<file path="src/rtl/ctrl_mc_if.sv">
// RAM request/ready bus between the control FSM and the memory.
// The controller drives the strobes; the memory answers with ready.
interface ctrl_mc_if;
  logic ram_cs;
  logic ram_we;
  logic ram_oe;
  logic ram_ready;

  modport master (
    output ram_cs, ram_we, ram_oe,
    input  ram_ready
  );

  modport slave (
    input  ram_cs, ram_we, ram_oe,
    output ram_ready
  );
endinterface

</file>
<file path="src/rtl/ctrl_mc.sv">
// Multi-cycle RV32 control FSM: fetch/decode/execute/mem/write-back
// sequencing with RAM timeout, trap handling and a retire counter.
module ctrl_mc #(
  parameter int ALU_OP_W      = 8,
  parameter int MEM_TIMEOUT   = 15,
  parameter int ENABLE_MULDIV = 1,
  parameter int CNT_W         = 32
) (
  input  logic                clk,
  input  logic                rst,
  input  logic                run,
  input  logic [31:0]         instr,
  input  logic                alu_zero,
  ctrl_mc_if.master           ram,
  output logic                pc_en,
  output logic [1:0]          pc_in_dir,
  output logic                pc_sign,
  output logic                ir_en,
  output logic                reg_en,
  output logic                reg_we,
  output logic [1:0]          reg_in_dir,
  output logic                alu_en,
  output logic [ALU_OP_W-1:0] alu_op,
  output logic [1:0]          op2_dir,
  output logic                fault,
  output logic [1:0]          fault_cause,
  output logic [CNT_W-1:0]    instret
);

  typedef enum logic [3:0] {
    S_IDLE, S_FETCH, S_LDIR, S_DECODE, S_EX, S_WB,
    S_EX_MEM, S_MEM, S_WB_MEM, S_BR, S_TRAP
  } state_t;

  typedef enum logic [2:0] {
    C_R, C_ADDI, C_LUI, C_LW, C_SW, C_BEQ, C_BNE
  } cls_t;

  localparam logic [ALU_OP_W-1:0] OP_ADD  = ALU_OP_W'(0);
  localparam logic [ALU_OP_W-1:0] OP_ADDI = ALU_OP_W'(1);
  localparam logic [ALU_OP_W-1:0] OP_SUB  = ALU_OP_W'(2);
  localparam logic [ALU_OP_W-1:0] OP_MUL  = ALU_OP_W'(3);
  localparam logic [ALU_OP_W-1:0] OP_DIV  = ALU_OP_W'(4);
  localparam logic [ALU_OP_W-1:0] OP_SLL  = ALU_OP_W'(5);
  localparam logic [ALU_OP_W-1:0] OP_SRL  = ALU_OP_W'(6);
  localparam logic [ALU_OP_W-1:0] OP_AND  = ALU_OP_W'(7);
  localparam logic [ALU_OP_W-1:0] OP_OR   = ALU_OP_W'(8);
  localparam logic [ALU_OP_W-1:0] OP_XOR  = ALU_OP_W'(10);
  localparam logic [ALU_OP_W-1:0] OP_LUI  = ALU_OP_W'(11);
  localparam logic [7:0] TO_LAST = 8'(MEM_TIMEOUT - 1);
  localparam logic MULDIV = (ENABLE_MULDIV != 0);

  state_t state, nxt;
  cls_t cls, dec_cls;
  logic [ALU_OP_W-1:0] op, dec_op;
  logic dec_ok;
  logic [7:0] cnt;
  logic [1:0] cause, tcause;
  logic retire, timeout, taken;

  wire [6:0] opc = instr[6:0];
  wire [2:0] f3  = instr[14:12];
  wire [6:0] f7  = instr[31:25];

  always_comb begin
    dec_ok  = 1'b0;
    dec_cls = C_R;
    dec_op  = OP_ADD;
    case (opc)
      7'b0110011: begin
        dec_ok = 1'b1;
        case ({f7, f3})
          {7'h00, 3'b000}: dec_op = OP_ADD;
          {7'h20, 3'b000}: dec_op = OP_SUB;
          {7'h00, 3'b001}: dec_op = OP_SLL;
          {7'h00, 3'b101}: dec_op = OP_SRL;
          {7'h00, 3'b111}: dec_op = OP_AND;
          {7'h00, 3'b110}: dec_op = OP_OR;
          {7'h00, 3'b100}: dec_op = OP_XOR;
          {7'h01, 3'b000}: begin dec_op = OP_MUL; dec_ok = MULDIV; end
          {7'h01, 3'b100}: begin dec_op = OP_DIV; dec_ok = MULDIV; end
          default:         dec_ok = 1'b0;
        endcase
      end
      7'b0010011: begin
        dec_cls = C_ADDI; dec_op = OP_ADDI; dec_ok = (f3 == 3'b000);
      end
      7'b0110111: begin
        dec_cls = C_LUI; dec_op = OP_LUI; dec_ok = 1'b1;
      end
      7'b0000011: begin dec_cls = C_LW; dec_ok = (f3 == 3'b010); end
      7'b0100011: begin dec_cls = C_SW; dec_ok = (f3 == 3'b010); end
      7'b1100011: begin
        dec_cls = f3[0] ? C_BNE : C_BEQ;
        dec_ok  = (f3[2:1] == 2'b00);
      end
      default: dec_ok = 1'b0;
    endcase
  end

  always_ff @(posedge clk) begin
    if (rst) begin
      state   <= S_IDLE;
      cnt     <= '0;
      cause   <= '0;
      instret <= '0;
      cls     <= C_R;
      op      <= OP_ADD;
    end else begin
      state <= nxt;
      // counter restarts whenever a new state is entered
      cnt <= (state == nxt) ? cnt + 8'd1 : 8'd0;
      if (state == S_DECODE) begin
        cls <= dec_cls;
        op  <= dec_op;
      end
      if (nxt == S_TRAP && state != S_TRAP) cause <= tcause;
      if (retire) instret <= instret + 1'b1;
    end
  end

  assign timeout = !ram.ram_ready && (cnt == TO_LAST);
  assign taken   = (cls == C_BEQ) ? alu_zero : !alu_zero;
  assign pc_sign = 1'b0;

  always_comb begin
    nxt         = state;
    tcause      = 2'b00;
    retire      = 1'b0;
    ram.ram_cs  = 1'b0;
    ram.ram_we  = 1'b0;
    ram.ram_oe  = 1'b0;
    pc_en       = 1'b0;
    pc_in_dir   = 2'b00;
    ir_en       = 1'b0;
    reg_en      = 1'b0;
    reg_we      = 1'b0;
    reg_in_dir  = 2'b00;
    alu_en      = 1'b0;
    alu_op      = '0;
    op2_dir     = 2'b00;
    fault       = 1'b0;
    fault_cause = 2'b00;
    case (state)
      S_IDLE: if (run) nxt = S_FETCH;
      S_FETCH: begin
        ram.ram_cs = 1'b1;
        ram.ram_oe = 1'b1;
        if (ram.ram_ready) nxt = S_LDIR;
        else if (timeout) begin nxt = S_TRAP; tcause = 2'b10; end
      end
      S_LDIR: begin
        ir_en = 1'b1;
        pc_en = 1'b1;
        nxt   = S_DECODE;
      end
      S_DECODE: begin
        if (!dec_ok) begin
          nxt = S_TRAP; tcause = 2'b01;
        end else begin
          case (dec_cls)
            C_LW, C_SW:   nxt = S_EX_MEM;
            C_BEQ, C_BNE: nxt = S_BR;
            default:      nxt = S_EX;
          endcase
        end
      end
      S_EX: begin
        alu_en  = 1'b1;
        alu_op  = op;
        op2_dir = (cls == C_ADDI) ? 2'b10 :
                  (cls == C_LUI)  ? 2'b01 : 2'b00;
        nxt     = S_WB;
      end
      S_WB: begin
        reg_en = 1'b1; reg_we = 1'b1; reg_in_dir = 2'b10;
        retire = 1'b1;
        nxt    = run ? S_FETCH : S_IDLE;
      end
      S_EX_MEM: begin
        alu_en  = 1'b1;
        alu_op  = OP_ADD;
        op2_dir = (cls == C_SW) ? 2'b11 : 2'b10;
        nxt     = S_MEM;
      end
      S_MEM: begin
        ram.ram_cs = 1'b1;
        ram.ram_we = (cls == C_SW);
        ram.ram_oe = (cls != C_SW);
        if (ram.ram_ready) begin
          if (cls == C_SW) begin
            retire = 1'b1;
            nxt    = run ? S_FETCH : S_IDLE;
          end else nxt = S_WB_MEM;
        end else if (timeout) begin
          nxt = S_TRAP; tcause = 2'b10;
        end
      end
      S_WB_MEM: begin
        reg_en = 1'b1; reg_we = 1'b1; reg_in_dir = 2'b01;
        retire = 1'b1;
        nxt    = run ? S_FETCH : S_IDLE;
      end
      S_BR: begin
        alu_en    = 1'b1;
        alu_op    = OP_SUB;
        pc_en     = taken;
        pc_in_dir = taken ? 2'b01 : 2'b00;
        retire    = 1'b1;
        nxt       = run ? S_FETCH : S_IDLE;
      end
      S_TRAP: begin
        fault       = 1'b1;
        fault_cause = cause;
      end
      default: nxt = S_IDLE;
    endcase
  end

endmodule

</file>
<file path="src/flat_wrapper.sv">
// flat-port wrapper written by rule: the top's interface ports become plain ports
module ctrl_mc_flat 
#(
  parameter int ALU_OP_W      = 8,
  parameter int MEM_TIMEOUT   = 15,
  parameter int ENABLE_MULDIV = 1,
  parameter int CNT_W         = 32
)
  (clk, rst, run, instr, alu_zero, pc_en, pc_in_dir, pc_sign, ir_en, reg_en, reg_we, reg_in_dir, alu_en, alu_op, op2_dir, fault, fault_cause, instret, ram_ram_cs, ram_ram_we, ram_ram_oe, ram_ram_ready);
  ctrl_mc_if ram_i ();
  input  logic clk;
  input  logic rst;
  input  logic run;
  input  logic [31:0] instr;
  input  logic alu_zero;
  output logic pc_en;
  output logic [1:0] pc_in_dir;
  output logic pc_sign;
  output logic ir_en;
  output logic reg_en;
  output logic reg_we;
  output logic [1:0] reg_in_dir;
  output logic alu_en;
  output logic [ALU_OP_W-1:0] alu_op;
  output logic [1:0] op2_dir;
  output logic fault;
  output logic [1:0] fault_cause;
  output logic [CNT_W-1:0] instret;
  output wire logic [$bits(ram_i.ram_cs)-1:0] ram_ram_cs;
  output wire logic [$bits(ram_i.ram_we)-1:0] ram_ram_we;
  output wire logic [$bits(ram_i.ram_oe)-1:0] ram_ram_oe;
  input wire logic [$bits(ram_i.ram_ready)-1:0] ram_ram_ready;
  assign ram_ram_cs = ram_i.ram_cs;
  assign ram_ram_we = ram_i.ram_we;
  assign ram_ram_oe = ram_i.ram_oe;
  assign ram_i.ram_ready = ram_ram_ready;
  ctrl_mc #(.ALU_OP_W(ALU_OP_W), .MEM_TIMEOUT(MEM_TIMEOUT), .ENABLE_MULDIV(ENABLE_MULDIV), .CNT_W(CNT_W)) u_core (.clk(clk), .rst(rst), .run(run), .instr(instr), .alu_zero(alu_zero), .ram(ram_i), .pc_en(pc_en), .pc_in_dir(pc_in_dir), .pc_sign(pc_sign), .ir_en(ir_en), .reg_en(reg_en), .reg_we(reg_we), .reg_in_dir(reg_in_dir), .alu_en(alu_en), .alu_op(alu_op), .op2_dir(op2_dir), .fault(fault), .fault_cause(fault_cause), .instret(instret));
endmodule
</file>
<file path="config.mk">
export PLATFORM = sky130hd
export DESIGN_NAME = ctrl_mc_flat
export DESIGN_NICKNAME = d
export VERILOG_FILES = /design/src/rtl/ctrl_mc_if.sv /design/src/rtl/ctrl_mc.sv /design/src/flat_wrapper.sv
export SDC_FILE = /design/constraint.sdc
export NUM_CORES = 1
export LEC_CHECK = 0
export CELL_PAD_IN_SITES_DETAIL_PLACEMENT = 2
export CELL_PAD_IN_SITES_GLOBAL_PLACEMENT = 2
export CORE_MARGIN = 2
export CORE_UTILIZATION = 28
export DETAILED_ROUTE_END_ITERATION = 7
export GPL_ROUTABILITY_DRIVEN = 0
export PLACE_DENSITY = 0.86
export SYNTH_ARGS = -nofsm -noshare
export SYNTH_HDL_FRONTEND = slang
export SYNTH_SLANG_ARGS = --single-unit
</file>
<file path="constraint.sdc">
create_clock -name clk -period 5.5 [get_ports clk]
set_input_delay 0.825 -clock clk [delete_from_list [all_inputs] [get_ports clk]]
set_output_delay 0.825 -clock clk [all_outputs]
set_load 0.02 [all_outputs]
</file>
After elaboration in Yosys (flattened, before gate mapping)

Cells that the tools add are included.

Register bits: 57
Latch bits: 0
RAM bits: 0
Bits in read-only memories: 0
Input port bits: 37
Output and inout port bits: 58
Logic and storage cells: 104
Memories kept: 0

Add/subtract/negate cells: 2
Multiply operators: 0
Div/mod/pow operators: 0
Magnitude comparators: 0
Equal/unequal tests: 38
Shift operators: 0
Mux-type cells: 40
Bitwise logic cells: 1
Reduce and logical (&&, ||, !) cells: 17

Operator list:

| operator                                                          | count |
|---|---|
| 10-bit by 3-bit == test with 1-bit output (second input constant) | 4 |
| 4-bit one-hot mux with 9 select lines                             | 1 |
| 32-bit by 1-bit adder with 32-bit output (second input constant)  | 1 |
| 4-bit one-hot mux with 8 select lines                             | 1 |
| 4-bit 2-to-1 mux                                                  | 6 |
| 8-bit one-hot mux with 3 select lines                             | 1 |
| 7-bit by 6-bit == test with 1-bit output (second input constant)  | 3 |
| 10-bit by 4-bit == test with 1-bit output (second input constant) | 2 |
| 4-bit by 3-bit == test with 1-bit output (second input constant)  | 4 |
| 4-bit == test (second input constant)                             | 4 |
| 8-bit one-hot mux with 2 select lines                             | 1 |
| 3-bit == test (second input constant)                             | 5 |
| 1-bit 2-to-1 mux                                                  | 15 |
| 3-bit one-hot mux with 5 select lines                             | 1 |
| 2-bit 2-to-1 mux                                                  | 6 |
| 2-bit one-hot mux with 2 select lines                             | 3 |
| 2-bit OR reduction                                                | 6 |
| 10-bit by 1-bit == test with 1-bit output (second input constant) | 1 |
| 10-bit by 9-bit == test with 1-bit output (second input constant) | 1 |
| 10-bit zero test                                                  | 1 |
| 3-bit by 2-bit == test with 1-bit output (second input constant)  | 3 |
| 9-bit OR reduction                                                | 1 |
| 8-bit by 1-bit adder with 8-bit output (second input constant)    | 1 |
| 4-bit by 2-bit == test with 1-bit output (second input constant)  | 2 |
| other kinds (19)                                                  | 24 |

Depth between registers and ports, before layout

Gate-level depths: netlist of the first run.

Depth in word-level cells: 10
Mapped depth: 9
Depth with buffers taken out: 8

Worst setup path before layout of the first run

OpenSTA, ideal clock, no wires.

Kind: input-to-reg
From: input instr[26]
To: register u_core.cnt[2]
Library setup time: 125 ps
Arrival: 2,468 ps
Setup slack: 2,908 ps
Cell stages on the path: 7
Buffers on the path: 0
Cell sequence: or4_4 > or4_4 > nor2_4 > nor3_2 > nand3b_4 > o211ai_4 > nor2_1

Longest elaborated chain between the ends: 9
Elaborated cells on any way between the ends: 17

RTL lines:

| element                                                                 | line               | source |
|---|---|---|
| start, declared                                                         | flat_wrapper.sv:14 | `input logic [31:0] instr;` |
| 10-bit by 9-bit == test with 1-bit output, or another cell as far along | ctrl_mc.sv:72      | `case ({f7, f3})` |
| 9-bit OR reduction (no source line) (*)                                 | n/a                |  |
| 1-bit 2-to-1 mux (*)                                                    | ctrl_mc.sv:72      |  |
| 1-bit one-hot mux with 5 select lines (*)                               | ctrl_mc.sv:69      | `case (opc)` |
| 4-bit 2-to-1 mux (*)                                                    | ctrl_mc.sv:158     | `if (!dec_ok) begin` |
| 4-bit one-hot mux with 9 select lines (*)                               | ctrl_mc.sv:144     | `case (state)` |
| 4-bit == test (*)                                                       | ctrl_mc.sv:112     | `cnt <= (state == nxt) ? cnt + 8'd1 : 8'd0;` |
| 1-bit inverter (no source line) (*)                                     | n/a                |  |
| 2-bit OR reduction (no source line) (*)                                 | n/a                |  |
| end signal, assigned                                                    | ctrl_mc.sv:112     |  |
| end, declared                                                           | ctrl_mc.sv:57      | `logic [7:0] cnt;` |

Every way passes the cells marked *; elsewhere a longest branch is shown, timed or not.
A chain may end at the register's enable or synchronous reset.

Worst setup path in the final report of the first run

From: register u_core.state[2]
To: output op2_dir[0]

Longest elaborated chain between the ends: 2
Elaborated cells on any way between the ends: 3

RTL lines:

| element                                   | line               | source |
|---|---|---|
| start, declared                           | ctrl_mc.sv:53      | `state_t state, nxt;` |
| start signal, assigned                    | ctrl_mc.sv:110     | `state <= nxt;` |
| 4-bit by 3-bit == test with 1-bit output  | ctrl_mc.sv:144     |  |
| 2-bit one-hot mux with 2 select lines (*) | ctrl_mc.sv:144     |  |
| end, declared                             | flat_wrapper.sv:25 | `output logic [1:0] op2_dir;` |

Marked as above.

==> impl.org, run 1 <==
** Status
- Outcome :: completed

** Timing
- The number of max-slew violations in the final report was 0.
- PnR worst setup slack :: 2.085 ns
- Of the available clock period, the critical path in the final layout requires 62.08%.
- Across the routed clock network, the largest skew measured is 0.01033 ns.
- The count of final hold-check violations is 0.
- Measured slew at the worst slew-check pin :: 0.7569 ns
- Maximum clock frequency :: 292.9 MHz
- Period minus WS final :: 3.415 ns
- Final setup fails :: 0
- Setup repair after global routing left no endpoint under its margin.
- TNS Setup :: 0 ns
- Worst slew margin relative to its limit :: 49.47%

** Finish
- Cells with a size suffix above 1 make up 5.567% of the layout.
- Most common library cell in the layout ignoring fill and taps :: sky130_fd_sc_hd__clkdlybuf4s50_1
- Summing all non-filler instances in the final layout gives an area of 4014 µm².
- Total area of sequential cells :: 1061 µm²
- In the layout the commonest cells are sky130_fd_sc_hd__clkdlybuf4s50_1 (73), sky130_fd_sc_hd__nor2_1 (67), sky130_fd_sc_hd__dfxtp_1 (53), sky130_fd_sc_hd__nand2_1 (30), sky130_fd_sc_hd__a21oi_1 (22).
- Antenna diode count :: 0
- Excluding fillers, the count of instances in the completed layout stands at 607.
- From synthesis to final layout, the design area changed by 28.89%.
- Fill cell total of the finished layout :: 1265
- Net count, final :: 506
- Area of combinational cells with multiple inputs :: 1899 µm²

** Yosys
- The Yosys step of the flow raised 0 warnings.
- Leading post-synthesis cells by cell area :: sky130_fd_sc_hd__dfxtp_1 (34%), sky130_fd_sc_hd__nor2_1 (8.1%), sky130_fd_sc_hd__xnor2_1 (5.3%)
- Dividing the synthesized area by the synthesized cell count gives 7.728 µm².
- Fraction of registers with async set/reset :: 0%
- Cells after synthesis :: 403
- Of the synthesized area, sequential elements account for 34.07%.
- Cell area after technology mapping :: 3114 µm²
- After synthesis, the netlist uses 53 different library cells.
- Counting flops with a built-in enable in the synthesized netlist gives 0.
- The synthesized design spends more area on one cell type than any other, namely sky130_fd_sc_hd__dfxtp_1.
- Prevailing post-synth register cell :: sky130_fd_sc_hd__dfxtp_1
- Flip-flop and latch count after synthesis :: 53
- Summed over its instances, the top area cell type makes up 34.07% of the synthesized netlist area.

** Worst hold path
- Depth of the worst hold-timing path :: 2
- The path with the worst hold slack has its endpoint at u_core.cause[1].
- Start point of the worst min-delay path :: u_core.cause[1]
- In this run the worst hold path is classified as flop to flop.

** CTS
- H-tree levels :: 2
- At the later pin of the worst-skew pair, clock insertion delay measures 0.32 ns.
- After clock tree synthesis, the clock-pin slew on the worst setup and hold paths is 0.10 ns.
- CTS Buffer Depth :: 2
- Number of cells upsized or downsized after cts :: 0
- The number of clock buffers added by TritonCTS is 5.
- Number of sinks driven by the clock tree :: 53
- Post-CTS repair timing setup buffer count :: 0
- Hold_buf cts :: 0
- TritonCTS built the clock tree.
- In this run the clock root is driven by a sky130_fd_sc_hd__clkbuf_8.

** Setup path
- Reg2reg end :: u_core.cnt[2]
- STA classifies the critical path startpoint as a flop.
- Data required time at the worst endpoint :: 4.68 ns
- Reg2reg setup slack :: 2.76 ns
- Kind of end point of the critical path :: output pin
- By startpoint and endpoint, the worst setup path is classified as flop to output pin.
- Highest fanout seen on the critical path :: 15
- For the worst setup path, the data arrival time is 2.59 ns.
- In this run the critical register-to-register path is launched from u_core.state[1].
- Counting cells, the worst reg-to-reg path comes to 6.

** Floorplan
- From left edge to right edge, the die measures 109.5 µm.
- The die covers 11980 µm².
- Row count :: 38
- Initial Util :: 28.73%
- Top-level port count :: 95
- Core Footprint :: 10840 µm²
- Die H :: 109.5 µm

** Placed design
- Including well taps, the total number of placed cells is 599.
- Worst Setup Slack post-DPL :: 2.083 ns
- Number of buffers added on ports :: 73
- HPWL reported at the end of detailed placement :: 7349 µm
- Placement-stage cell area :: 3923 µm²

** Global route
- Number of global-route vias before repair :: 3270
- Entering global routing, the biggest net connects 47 pins.
- The number of antenna violations at the first check in global routing is 0.
- All-layer global routing usage :: 16.90%
- The first global-routing pass estimated 16250 µm of wire.
- For this run the aggregate overflow at the end of global routing stands at 0.

** Detailed routing
- Avg WL per Cell :: 15.87 µm
- Antenna-violating nets left :: 0
- In the routed layout, each cell is associated on average with a via count of 5.046.
- Post-detailed-route DRC marker count :: 0
- After detailed routing, the total wire length is 9636 µm.
- The detailed router placed 3063 vias in this run.
- Number of optimization iterations in the first detailed-route pass :: 4
- In this run, the number of DRC markers left after iteration 0 of detailed routing was 77.

** Power and ir drop
- Leakage power figure :: 1.378 nW
- VDD IR max :: 0.09220 mV
- For this design the ratio of total power to cell area is 189.0 nW/µm².
- Total design power :: 0.7588 mW

** Run
- Max-cap check violation count :: 0
## critical path: stages (launching register included)
cell                              delay [ns]
sky130_fd_sc_hd__dfxtp_1                0.68
sky130_fd_sc_hd__nor2b_1                0.33
sky130_fd_sc_hd__nand2b_1               0.23
sky130_fd_sc_hd__nor3_1                 0.36
sky130_fd_sc_hd__clkdlybuf4s50_1        0.67
## power by group
part	switching, mW	internal [mW]
Clock	0.144	0.0909
Sequential	0.0156	0.390
Combinational	0.0662	0.0528
## cell families after synthesis
group / count (synthesis) / synth area share [%]
compound gates: 59 / 12.37
xor+xnor: 28 / 7.875
fa+ha+maj: 3 / 1.205
buf+inv: 36 / 5.544
flops: 53 / 34.07
mux: 1 / 0.3214
other cells: 1 / 0.1204
simple gates: 222 / 38.49
## state kept, by name, summed over array words and instances (netlist names)
| name | flops |
|---|---|
| u_core.cnt | 8 |
| u_core.op | 4 |
| u_core.cause | 2 |
| u_core.instret | 32 |
| u_core.cls | 3 |
| u_core.state | 4 |
## stage by stage
step                      utilization (%)  hold slack [ns]
after floorplan                         -           0.4418
after global placement              36.18           0.4625
after detailed placement            36.18           0.4878
after CTS                           37.03           0.5115
after global routing                37.03           0.5413
final                               37.03           0.5017
## layout make-up
class,instances,area share [%]
clock buffers,5,1.714
clock inverters,3,0.5611
inverters,13,1.216
multi-input cells,319,47.32
flip-flops and latches,53,26.43
well taps,140,4.364
repair buffers,74,18.39
## per-layer routing
| layer | global-route usage, % | routed length (µm) | up-vias |
|---|---|---|---|
| li1 | - | - | 1500 |
| met2 | 31.44 | 4919 | 52 |
| met3 | 1.600 | 249 | 8 |
| met4 | 3.797 | 104 | 0 |
| met1 | 20.93 | 4362 | 1503 |
| met5 | 0 | 0 | - |
## cells in the mapped netlist, types with 4 or more instances
library cell	count
sky130_fd_sc_hd__a21oi_1	22
sky130_fd_sc_hd__and2_1	6
sky130_fd_sc_hd__and3_1	15
sky130_fd_sc_hd__and4_1	5
sky130_fd_sc_hd__buf_4	7
sky130_fd_sc_hd__clkbuf_1	9
sky130_fd_sc_hd__dfxtp_1	53
sky130_fd_sc_hd__inv_1	13
sky130_fd_sc_hd__nand2_1	30
sky130_fd_sc_hd__nand2b_1	7
sky130_fd_sc_hd__nand3_1	10
sky130_fd_sc_hd__nand3b_1	4
sky130_fd_sc_hd__nand4_1	7
sky130_fd_sc_hd__nor2_1	67
sky130_fd_sc_hd__nor2b_1	13
sky130_fd_sc_hd__nor3_1	21
sky130_fd_sc_hd__nor3b_1	7
sky130_fd_sc_hd__o21ai_0	17
sky130_fd_sc_hd__or2_2	4
sky130_fd_sc_hd__or3_1	11
sky130_fd_sc_hd__xnor2_1	19
sky130_fd_sc_hd__xor2_1	9
## how the worst max path moves through the flow
stage                    startpoint            end  slack (ns)  depth (start not counted)
floorplan                 instr[26]  u_core.cnt[2]        2.91                          7
global placement          instr[14]  u_core.cnt[7]        2.27                          8
detailed placement        instr[14]  u_core.cnt[2]        2.08                          8
CTS                 u_core.state[2]     op2_dir[0]        2.05                          4
global route        u_core.state[2]     op2_dir[0]        1.96                          4
finish              u_core.state[2]     op2_dir[0]        2.09                          4
Note: power is estimated with default switching activity, not from simulation.
==> run 2: changes to the inputs <==
CORE_UTILIZATION = 24   (was 28)
PLACE_DENSITY = 0.79   (was 0.86)
clock period = 2.8 ns   (was 5.5 ns; I/O delays follow)
==> run 2 against run 1 <==
Net effect: clock-buffer cell count increased by 1; sequential share of layout area is 1.2 points lower; critical path depth is the same; combinational power grew 110%; core utilization shrank 3.7 points; highest routed layer unchanged; non-clock buffer count increased by 13.
==> impl.org, run 2 (same netlist as run 1, synthesis figures left out) <==
** CTS
- CTS tree :: yes
- Number of cells upsized or downsized after cts :: 1
- Insertion delay to the later sink of the worst-skew pair :: 0.30 ns
- The tree built by TritonCTS fans out to 53 sinks.
- Number of buffers added by the clock tree synthesis step :: 5
- CTS Buffer Depth :: 2
- Clk pin slew, worst setup/hold paths :: 0.07 ns
- Buffers inserted to repair hold after CTS numbered 0.
- H-tree levels :: 2
- After clock tree synthesis, the setup repair step added 0 buffers.
- Clock tree synthesis selected as its root buffer the cell sky130_fd_sc_hd__clkbuf_16.

** Run
- Max-cap check violation count :: 0

** Timing
- Post-route clock period utilization :: 94.51%
- Headroom to the max-slew limit came out at 61.56%.
- Endpoints failing hold :: 0
- Setup repair after global routing left no endpoint under its margin.
- Maximum clock frequency :: 377.9 MHz
- Across all setup checks in the final design, the least slack found is 0.1539 ns.
- Period minus WS final :: 2.646 ns
- Measured slew at the worst slew-check pin :: 0.5731 ns
- Min Hold Slack :: 0.4882 ns
- Setup violations remaining at the end of the flow were counted as 0.
- On the final layout, the worst clock skew is 0.006175 ns.
- The number of max-slew violations in the final report came to 0.

** Placed design
- During placement, the flow inserted port buffers numbering 73.
- The placed instances occupy a cell area of 4060 µm².
- OpenSTA, run right after detailed placement, puts the worst setup slack at -0.02936 ns.
- After legalization and detailed placement, the total HPWL measured 7919 µm.

** Detailed routing
- DR vias :: 3094
- DR iter-0 viols :: 120
- Avg WL per Cell :: 15.62 µm
- Antenna-violating nets left :: 0
- After detailed routing, the number of remaining DRC violations is 0.
- Routed vias/inst :: 4.745
- Wires add up to 10180 µm.
- Before antenna repair, the detailed router went through 4 iterations.

** Worst hold path
- The tightest min-delay check is of the flop to flop type.

** Power and ir drop
- Summed over all nets, the switching power comes to 0.4562 mW.
- In this run the power density over the cells is 396.3 nW/µm².
- Cell internal power was estimated by the tool at 1.212 mW.
- Seq pwr share :: 47.7%
- IR analysis of the VDD net gives a maximum drop of 0.2056 mV.
- Net switching is 27.35% of the power.
- For this design the static power due to leakage is 1.459 nW.
- Fraction of power consumed by the clock network :: 37.5%
- Share of power burned in combinational logic :: 14.8%

** Setup path
- In this design, the stage delay of the slowest critical-path cell is 0.59 ns.
- Data on the critical path is required at its endpoint by 2.38 ns.
- Count of buffer and inverter cells on the critical path :: 1
- The slowest stage of the critical path belongs to the cell sky130_fd_sc_hd__dfxtp_1.
- Kind of end point of the critical path :: output pin
- The critical path goes through nand2b_1, nor3_1, or2_2, clkdlybuf4s50_1.
- Critical path start-end classification :: flop to output pin
- The worst setup path is launched from a flop.
- Highest fanout seen on the critical path :: 11
- Data arrival at the endpoint of the critical path :: 2.23 ns
- Among cell families on the critical path, the largest total delay comes from simple AND/OR/NAND/NOR gates.

** Global route
- Number of global-route vias before repair :: 3348
- In this run the most used layer during global routing was met2.
- Wire length of the first global-routing pass :: 17370 µm
- Pin count of the biggest net entering global routing :: 46
- For this run, global-route usage on met2 was measured as 26.34%.
- For this run the aggregate overflow at the end of global routing stands at 0.
- Global routing used 18.91% of the available met1 tracks.
- Met3 track demand over resource in global routing :: 2.229%
- Global routing used 14.93% of the available tracks.
- The number of antenna violations at the first check in global routing was 0.

** Finish
- Fill cells in the final layout number 1498.
- The largest registers in the layout are u_core.instret x32, u_core.cnt x8.
- In the final layout, the share of cells above drive strength 1 is 8.542%.
- The register with the most flip-flops in the layout has 32 of them.
- The repair_antennas step left the layout with diodes totalling 0.
- From synthesis to final layout, the design area changed by 35.15%.
- Share of the core filled with cells :: 33.35%
- Leaving out fill and tap cells, the most frequent cell in the layout is sky130_fd_sc_hd__clkdlybuf4s50_1.
- Most used cells in the layout excluding fill and tap cells :: sky130_fd_sc_hd__clkdlybuf4s50_1 (73), sky130_fd_sc_hd__nor2_1 (67), sky130_fd_sc_hd__dfxtp_1 (51), sky130_fd_sc_hd__nand2_1 (30), sky130_fd_sc_hd__a21oi_1 (22)
- After routing the design area is 4209 µm².
- Net count, final :: 519
- u_core.instret holds more flip-flops than any other register.

** Floorplan
- Top-level port count :: 95
- Initial Util :: 24.68%
- Floorplan die width :: 117.9 µm
- In this run the core area contains 41 standard-cell rows.
- The floorplan step set the die height to 117.9 µm.
- Core Footprint :: 12620 µm²
- Die footprint :: 13900 µm²

** Status
- The flow ran to the end, and the final reports show no timing, DRC or antenna violations.
==> run 2: cell count changes in the layout (fill, tap and decap cells not counted), sizes merged <==
cell,before,now
clkinvlp,0,2
buf,1,14
clkinv,3,0
clkbuf,5,6
==> run 2: per-stage QoR <==
| stage | cells | TNS, ns | total power [mW] |
|---|---|---|---|
| after global placement | 644 | 0 | 1.049 |
| after global routing | 652 | 0 | 1.755 |
| after detailed placement | 644 | -0.1922 | 1.062 |
| after floorplan | 408 | 0 | 0.9592 |
| after CTS | 652 | 0 | 1.697 |
| final | 652 | 0 | 1.668 |
==> run 2: final cells by class <==
type                            count  area [µm²]  share of cell area [%]
Tap cell                          172       215.2                   5.113
Timing Repair Buffer               87       835.8                   19.86
Sequential cell                    53        1064                   25.27
Multi-Input combinational cell    319        1902                   45.18
Clock buffer                        6       128.9                   3.062
Inverter                           13       48.80                   1.159
Clock inverter                      2       15.01                  0.3567
==> run 2: worst paths after layout <==
path,slack [ns],from,cells after the start,end
worst min register to register,0.49,u_core.op[2],2,u_core.op[2]
worst max register to register,0.32,u_core.state[3],6,u_core.instret[16]
worst max-delay path,0.15,u_core.state[3],4,reg_we
worst min-delay path,0.49,u_core.op[2],2,u_core.op[2]
==> run 2: worst min-delay path, stage by stage (launching register included) <==
cell and delay [ns]:
sky130_fd_sc_hd__dfxtp_1 0.33, sky130_fd_sc_hd__a21oi_1 0.06, sky130_fd_sc_hd__nor2_1 0.07
==> run 2: power by group through the flow <==
stage          registers, mW  clock network, mW  logic (mW)
2_1_floorplan          0.794                  0       0.165
3_3_place_gp           0.810                  0       0.239
3_5_place_dp           0.812                  0       0.250
4_1_cts                0.795              0.651       0.251
5_1_grt                0.799              0.681       0.274
6_report               0.795              0.626       0.247
==> run 2: per-layer routing <==
layer | part of all wire [%] | up-vias
li1 | - | 1524
met1 | 46 | 1505
met2 | 50 | 54
met3 | 2.5 | 11
met4 | 1.4 | 0
met5 | 0 | -
==> RTL change (config.mk and constraints of run 2) <==
`CNT_W` is set to 32 in 2 places; all go to 64.
--- a/src/rtl/ctrl_mc.sv
+++ b/src/rtl/ctrl_mc.sv
@@ -5,5 +5,5 @@
   parameter int MEM_TIMEOUT   = 15,
   parameter int ENABLE_MULDIV = 1,
-  parameter int CNT_W         = 32
+  parameter int CNT_W         = 64
 ) (
   input  logic                clk,
--- a/src/flat_wrapper.sv
+++ b/src/flat_wrapper.sv
@@ -5,5 +5,5 @@
   parameter int MEM_TIMEOUT   = 15,
   parameter int ENABLE_MULDIV = 1,
-  parameter int CNT_W         = 32
+  parameter int CNT_W         = 64
 )
   (clk, rst, run, instr, alu_zero, pc_en, pc_in_dir, pc_sign, ir_en, reg_en, reg_we, reg_in_dir, alu_en, alu_op, op2_dir, fault, fault_cause, instret, ram_ram_cs, ram_ram_we, ram_ram_oe, ram_ram_ready);
Interface: changed (resized instret); port bits go from 95 to 127. The function was not compared with the original's and may differ.
==> RTL change against run 2 <==
  * Clock skew up 0.0027 ns
  * Sequential cell count up 32
  * Power up 65%
  * Worst setup slack better by 0.0031 ns
  * Final area up 53%
  * Sequential share of layout area up 1.2 points
  * Critical path type unchanged
  * Wire length up 55%
  * Synthesized area up 49%
==> RTL change: results (changes against run 2) <==
* R2R Setup Slk at 0.35 ns (was 0.32 ns)
* Grt met3 use at 2.45% (was 2.23%)
* GR Util met1 at 19.6% (was 18.9%)
* Worst reg2reg endpoint: u_core.instret[56] (was u_core.instret[16])
* Largest registers: u_core.instret (64), u_core.cnt (8) (was u_core.instret (32), u_core.cnt (8))
* CTS H-Tree Depth at 3 (was 2)
* Hold Path Sink: u_core.state[2] (was u_core.op[2])
* Wire length per cell at 17.0 um (was 15.6 um)
* First-pass GRT wire length at 26000 um (was 17400 um)
* Status: finished, final reports clean (unchanged)
* I/O Buffers at 105 (was 73)
* Syn Area/Cell at 8.37 um^2 (was 7.73 um^2)
* Clock sink total at 85 (was 53)
* Met2 Track Usage GR at 28.5% (was 26.3%)
* Seq/total area at 26.5% (was 25.3%)
* FF-to-FF Start: u_core.instret[21] (was u_core.state[3])
* Least-Margin Pin Slew at 0.506 ns (was 0.573 ns)
* Slowest CP cell: clkdlybuf4s50_1 (was dfxtp_1)
* Vias in the first global route at 4922 (was 3348)
* Dpl hpwl at 11900 um (was 7920 um)
* Worst-path fanout max at 5 (was 11)
* Critical Path End: alu_op[0] (was reg_we)
* Max incr delay on CP at 0.61 ns (was 0.59 ns)
* Clock buf count at 11 (was 6)
* Post-Route Skew at 0.00884 ns (was 0.00617 ns)
* Sequential share of the synthesized area at 36.6% (was 34.1%)
* Share of cells above drive strength 1 at 11.9% (was 8.54%)
* Leak at 2.25 nW (was 1.46 nW)
* Unique masters post-synth at 68 (was 53)
* Iteration-0 DRC Markers at 125 (was 120)
* Pwr/cell area at 428 mW/mm^2 (was 396 mW/mm^2)
* Crit path launch: u_core.state[2] (was u_core.state[3])
* Combinational power at 299 uW (was 247 uW)
* Placed Area at 0.00612 mm^2 (was 0.00406 mm^2)
* Fill cells at 2120 (was 1498)
* Dpl cells at 916 (was 644)
* Synth area leaders: dfxtp_1 37%, xor2_1 10%, nor2_1 6.4% (was dfxtp_1 34%, nor2_1 8.1%, xnor2_1 5.3%)
* Non-clock buffer count in the final layout at 134 (was 87)
==> RTL change: cell types whose count changed in the layout (fill, tap and decap cells not counted), sizes merged, moves of 5 or more <==
cell,run 2,this run
nor2,68,79
clkdlybuf4s50,73,103
and2,6,14
xnor2,19,9
nand3,10,29
nor3b,8,3
nand4,7,37
clkbuf,6,11
buf,14,30
o31ai,0,5
dfxtp,53,85
nor2b,13,7
xor2,9,55
==> RTL change: kinds of logic (layout without fill, tap and decap cells) <==
family | count (synthesis) | after routing | share of synthesized area [%]
AOI/OAI and AO/OA | 71 | 71 | 10.3
xor gates and xnor gates | 64 | 64 | 12.1
adders and majority gates | 3 | 3 | 0.808
buffers and inverters | 50 | 162 | 5.22
DFF | 85 | 85 | 36.6
other | 1 | 6 | 0.0807
and+or+nand+nor | 281 | 281 | 34.9
==> RTL change: per-layer routing <==
layer  vias to the layer above  part of all wire [%]
li1                       2186                     -
met1                      2231                    44
met2                        65                    53
met3                         8                   2.6
met4                         0                  0.84
met5                         -                     0
